==> src/rtl/lorenz_step_sequencer.sv <==
// One forward-Euler step of the Lorenz system per start request.
// A single shared signed 7.20 multiplier is time-multiplexed over seven product states.
module lorenz_step_sequencer #(
  parameter int WIDTH   = 27,
  parameter int FRAC    = 20,
  parameter int X_RESET = -1048576,
  parameter int Y_RESET = 104858,
  parameter int Z_RESET = 26214400
) (
  input  logic                    clock,
  input  logic                    reset,
  input  logic                    start,
  input  logic                    init_load,
  input  logic signed [WIDTH-1:0] x_init,
  input  logic signed [WIDTH-1:0] y_init,
  input  logic signed [WIDTH-1:0] z_init,
  input  logic signed [WIDTH-1:0] sigma,
  input  logic signed [WIDTH-1:0] rho,
  input  logic signed [WIDTH-1:0] beta,
  input  logic signed [WIDTH-1:0] dt,
  output logic                    busy,
  output logic                    step_done,
  output logic signed [WIDTH-1:0] x,
  output logic signed [WIDTH-1:0] y,
  output logic signed [WIDTH-1:0] z,
  output logic [31:0]             step_count
);

  localparam logic signed [WIDTH-1:0] X_RST = WIDTH'(X_RESET);
  localparam logic signed [WIDTH-1:0] Y_RST = WIDTH'(Y_RESET);
  localparam logic signed [WIDTH-1:0] Z_RST = WIDTH'(Z_RESET);

  typedef enum logic [3:0] {
    IDLE, MUL0, MUL1, MUL2, MUL3, MUL4, MUL5, MUL6, UPD
  } state_t;

  state_t state, next_state;

  logic signed [WIDTH-1:0] sigma_q, rho_q, beta_q, dt_q;
  logic signed [WIDTH-1:0] dx, t1, t2, t3, ix, iy, iz;
  logic signed [WIDTH-1:0] op_a, op_b, prod_q;
  logic [2*WIDTH-1:0]      prod_full;
  logic                    accept;
  logic                    unused_prod_bits;

  assign accept = (state == IDLE) && start && !init_load;

  always_ff @(posedge clock) begin
    if (reset) begin
      state <= IDLE;
    end else begin
      state <= next_state;
    end
  end

  // init_load cancels any step in flight and parks the sequencer in IDLE
  always_comb begin
    next_state = state;
    if (init_load) begin
      next_state = IDLE;
    end else begin
      case (state)
        IDLE:    if (start) next_state = MUL0;
        MUL0:    next_state = MUL1;
        MUL1:    next_state = MUL2;
        MUL2:    next_state = MUL3;
        MUL3:    next_state = MUL4;
        MUL4:    next_state = MUL5;
        MUL5:    next_state = MUL6;
        MUL6:    next_state = UPD;
        UPD:     next_state = IDLE;
        default: next_state = IDLE;
      endcase
    end
  end

  always_comb begin
    busy = (state != IDLE);
  end

  always_comb begin
    op_a = '0;
    op_b = '0;
    case (state)
      MUL0: begin op_a = sigma_q;  op_b = y - x;     end
      MUL1: begin op_a = x;        op_b = rho_q - z; end
      MUL2: begin op_a = x;        op_b = y;         end
      MUL3: begin op_a = beta_q;   op_b = z;         end
      MUL4: begin op_a = dx;       op_b = dt_q;      end
      MUL5: begin op_a = t1 - y;   op_b = dt_q;      end
      MUL6: begin op_a = t2 - t3;  op_b = dt_q;      end
      default: ;
    endcase
  end

  // Floor shift by FRAC keeping the true product sign; the dropped bits wrap silently
  assign prod_full = {{WIDTH{op_a[WIDTH-1]}}, op_a} * {{WIDTH{op_b[WIDTH-1]}}, op_b};
  assign prod_q    = {prod_full[2*WIDTH-1], prod_full[WIDTH+FRAC-2:FRAC]};
  assign unused_prod_bits = ^{prod_full[2*WIDTH-2:WIDTH+FRAC-1], prod_full[FRAC-1:0]};

  always_ff @(posedge clock) begin
    if (reset) begin
      x          <= X_RST;
      y          <= Y_RST;
      z          <= Z_RST;
      step_count <= '0;
      step_done  <= 1'b0;
      sigma_q    <= '0;
      rho_q      <= '0;
      beta_q     <= '0;
      dt_q       <= '0;
      dx         <= '0;
      t1         <= '0;
      t2         <= '0;
      t3         <= '0;
      ix         <= '0;
      iy         <= '0;
      iz         <= '0;
    end else begin
      step_done <= 1'b0;
      if (init_load) begin
        x          <= x_init;
        y          <= y_init;
        z          <= z_init;
        step_count <= '0;
      end else begin
        if (accept) begin
          sigma_q <= sigma;
          rho_q   <= rho;
          beta_q  <= beta;
          dt_q    <= dt;
        end
        case (state)
          MUL0: dx <= prod_q;
          MUL1: t1 <= prod_q;
          MUL2: t2 <= prod_q;
          MUL3: t3 <= prod_q;
          MUL4: ix <= prod_q;
          MUL5: iy <= prod_q;
          MUL6: iz <= prod_q;
          UPD: begin
            x          <= x + ix;
            y          <= y + iy;
            z          <= z + iz;
            step_count <= step_count + 32'd1;
            step_done  <= 1'b1;
          end
          default: ;
        endcase
      end
    end
  end

endmodule

==> config.mk <==
export PLATFORM = sky130hd
export DESIGN_NAME = lorenz_step_sequencer
export DESIGN_NICKNAME = d
export VERILOG_FILES = /design/src/rtl/lorenz_step_sequencer.sv
export SDC_FILE = /design/constraint.sdc
export NUM_CORES = 2
export LEC_CHECK = 0
export CORE_MARGIN = 8
export CORE_UTILIZATION = 63
export CTS_CLUSTER_DIAMETER = 80
export DETAILED_ROUTE_END_ITERATION = 6
export PLACE_DENSITY = 0.84
export SKIP_LAST_GASP = 1
export SYNTH_ARGS = -nofsm -noshare
export SYNTH_HDL_FRONTEND = slang
export SYNTH_SLANG_ARGS = --single-unit
==> constraint.sdc <==
create_clock -name clock -period 12.4 [get_ports clock]
set_input_delay 1.86 -clock clock [delete_from_list [all_inputs] [get_ports clock]]
set_output_delay 1.86 -clock clock [all_outputs]
set_load 0.01 [all_outputs]
==> out/results.tsv <==
stage	metric	value	unit
run_status	run status	finished with violations	
run_status	failing checks	DRC	
logic_synthesis	Top FF cell, synth	dfxtp_1	
logic_synthesis	area leader, netlist	fa_1	
logic_synthesis	register area share after synthesis	0.163	
timing	Max Clk Rate	86.0	MHz
clocking	H-tree Lvls	2	
logic_synthesis	Synth Area in Compound Gates	0.140	
route	DRC viols	8	
floorplan	initial core utilization	0.635	
critical_path	CP dominant cell by count	fa_1	
floorplan	die area	90300	um2
logic_synthesis	Post-Syn Instances	6276	
finish	Final nets	7763	
finish	Synth-to-Final Area Change	12.1	%
timing	Worst slew margin	0.104	
critical_path	crit path kind	reg2reg	
timing	RSZ-0062 raised after global routing	false	
global_routing	Overflow after GRT	0	
route	post-route ant nets	0	
pwr	Total Power Consumption	3.94	mW
clocking	Clk Tree Root Cell	clkbuf_16	
route	total number of vias	46900	
floorplan	core area	80300	um2
finish	most flop-heavy register	step_count	
logic_synthesis	post-synthesis adder-cell area fraction	0.384	
pwr	Power Dens Cells	69.0	nW/um2
timing	Final Cycle Share	0.938	
logic_synthesis	main area contributors after synthesis	fa_1 (30%), dfxtp_1 (16%), nand2_1 (9.6%), ha_1 (8.2%), inv_1 (7.3%)	
critical_path	slowest stage delay, CP	0.66	ns
route	Vias per Instance	6.19	
logic_synthesis	Syn Nets	7572	
critical_path	reg2reg end	iy[23]	
clocking	Post-CTS Setup Repair Bufs	0	
global_routing	vias in the first global route	47400	
floorplan	IO Pins	308	
critical_path	r2r setup slk	0.77	ns
critical_path	end point of the critical path	iy[23]	
critical_path	Critical Path Start	x[0]	
global_routing	Total GRT Usage	0.402	
critical_path	Worst Path Max Fanout	12	
logic_synthesis	Commonest cells post-synth	nand2_1 (1,307), inv_1 (995), fa_1 (768)	
floorplan	Die H	300	um
timing	Final Hold Fails	0	
global_routing	first-pass GRT wire length	279000	um
logic_synthesis	synthesis-stage register bit count	415	
global_routing	initial antenna violation count	7	
logic_synthesis	Synth Area in XOR/XNOR	0.0347	
logic_synthesis	multiplexer area fraction after synthesis	0.00611	
logic_synthesis	synth warn	0	
logic_synthesis	synthesized cell area	51000	um2
floorplan	Horiz. Die Dim	300	um
place	dpl hpwl	144000	um
clocking	Hold-fix buffers, CTS	0	
logic_synthesis	ys async rst share	0	
route	drt first-iter violations	5060	
clocking	TritonCTS clock tree	built	
clocking	clk_lat worst skew	0.61	ns
logic_synthesis	top cell type's share of synthesized area	0.302	
logic_synthesis	largest family of logic cells by synthesized area	adder cells	
timing	Slew @ Worst Pin	1.34	ns
clocking	clock sink count	415	
clocking	Max Buffers Root-to-Sink	3	
logic_synthesis	synthesized area per cell	8.12	um2
critical_path	Slowest-stage cell, CP	xnor2_1	
finish	layout cell share with drive strength beyond 1	0.0461	
place	GP Congestion	1.04	
finish	Fillers	6310	
critical_path	R2R depth	39	
timing	Final min period	11.63	ns
logic_synthesis	count leader, synth	nand2_1	
critical_path	Crit Reg-Reg Startpoint	x[0]	
timing	post-route clock skew	0.0579	ns
logic_synthesis	Yosys cell types	90	
critical_path	arrival time worst endpoint	12.14	ns
timing	Final setup viols	0	
critical_path	Worst Setup End Kind	register	
pwr	maximum VDD drop	0.125	mV
clocking	CTS Buf Count	44	
timing	Final Max Tran Viols	0	
critical_path	CP startpoint kind	register	
clocking	# resized after CTS	0	
place	number of port buffers	307	
clocking	CTS clk-pin slew, worst paths	0.07	ns
min_path	Worst Hold Class	reg2reg	
global_routing	pin count of the biggest net entering global routing	198	
logic_synthesis	EDFF count, synth	0	
route	Pre-antenna DRT Iters	7	
floorplan	row count	104	
flow_run	Max Cap Violations	0	
logic_synthesis	simple-gate share of the synthesized area	0.177	
timing	Setup TNS	0	ns
route	Routed WL	184000	um
finish	max FFs per register	32	
critical_path	WP data required	12.92	ns
pwr	Pleak	26.6	nW
route	Avg WL per Cell	24.3	um
==> logic make-up (layout without fill, tap and decap cells) <==
| family | Yosys count | count (layout) |
|---|---|---|
| simple gates | 2079 | 2079 |
| buf+inv | 1290 | 1516 |
| compound gates | 1157 | 1157 |
| fa+ha+maj | 1103 | 1103 |
| flops | 415 | 415 |
| xor+xnor | 201 | 201 |
| mux | 31 | 31 |
| other cells | 0 | 14 |
==> power by group <==
part | leakage, nW | internal, mW | switching, mW
clock network | 0.735 | 0.802 | 0.618
logic | 22.5 | 0.378 | 0.712
registers | 3.37 | 1.37 | 0.0636
==> worst min path at each step <==
| stage | start | depth (start not counted) | end | slack [ns] |
|---|---|---|---|---|
| floorplan | dx[6] | 2 | dx[6] | 0.43 |
| global placement | beta_q[19] | 2 | beta_q[19] | 0.44 |
| detailed placement | dx[14] | 2 | dx[14] | 0.45 |
| CTS | dx[14] | 2 | dx[14] | 0.45 |
| global route | dx[14] | 2 | dx[14] | 0.46 |
| finish | t3[2] | 2 | t3[2] | 0.46 |
==> layout by cell type, fill, tap and decap left out, types with 13 or more instances in the layout <==
cell type	count
nand2_1	1307
inv_1	994
fa_1	768
a21oi_1	533
dfxtp_1	415
ha_1	335
clkdlybuf4s50_1	305
nor2_1	265
o21ai_0	167
buf_4	131
and2_1	111
xnor2_1	106
xor2_1	84
a21o_1	82
nand3_1	79
nand2b_1	55
nor2b_1	55
nor3_1	54
clkbuf_16	44
a211oi_1	38
a31oi_1	37
mux2i_1	30
o21bai_1	29
nand4_1	29
o211ai_1	25
a222oi_1	25
o21a_1	23
or2_2	22
a221oi_1	21
or3_1	21
and3_1	19
o22ai_1	16
diode_2	14
o31ai_1	14
nor4_1	13
o211a_1	13
==> critical path: cells and delay by family, from the launching register on <==
| family | cells | cell delay, ns |
|---|---|---|
| AO/OA/AOI/OAI | 15 | 4.19 |
| buffers and inverters | 7 | 0.36 |
| flip-flops | 1 | 0.46 |
| adder cells (fa/ha/maj) | 10 | 4.43 |
| XOR/XNOR | 2 | 0.80 |
| AND/OR/NAND/NOR | 5 | 1.25 |
==> layer usage <==
layer  GRT usage  vias up  wire, um
met5           0        -         0
met2       0.613     3165     80800
met3       0.117      740     24400
met4       0.232        0     12900
li1            -    20400         -
met1       0.510    22600     66000
==> through the flow <==
| stage | worst slack [ns] | utilization | instances | hold slack [ns] | area [um2] |
|---|---|---|---|---|---|
| final | 0.772 | 0.712 | 7576 | 0.456 | 57100 |
| after global routing | 0.352 | 0.711 | 7565 | 0.464 | 57100 |
| after CTS | 1.07 | 0.711 | 7562 | 0.454 | 57100 |
| after detailed placement | 1.16 | 0.692 | 7481 | 0.447 | 55600 |
| after global placement | 1.29 | 0.692 | 7481 | 0.441 | 55600 |
| after floorplan | 2.87 | - | 6276 | 0.431 | 51000 |
==> layout make-up <==
class | count | area, um2 | share of cell area
multi-input combinational | 4571 | 38100 | 0.667
sequential | 415 | 8310 | 0.145
timing repair buffer | 438 | 4070 | 0.0713
inverter | 997 | 3740 | 0.0655
tap | 1060 | 1330 | 0.0232
clock buffer | 61 | 1250 | 0.0220
clock inverter | 20 | 272 | 0.00475
antenna | 14 | 35.0 | 0.000613
Note: power is estimated with default switching activity, not from simulation.
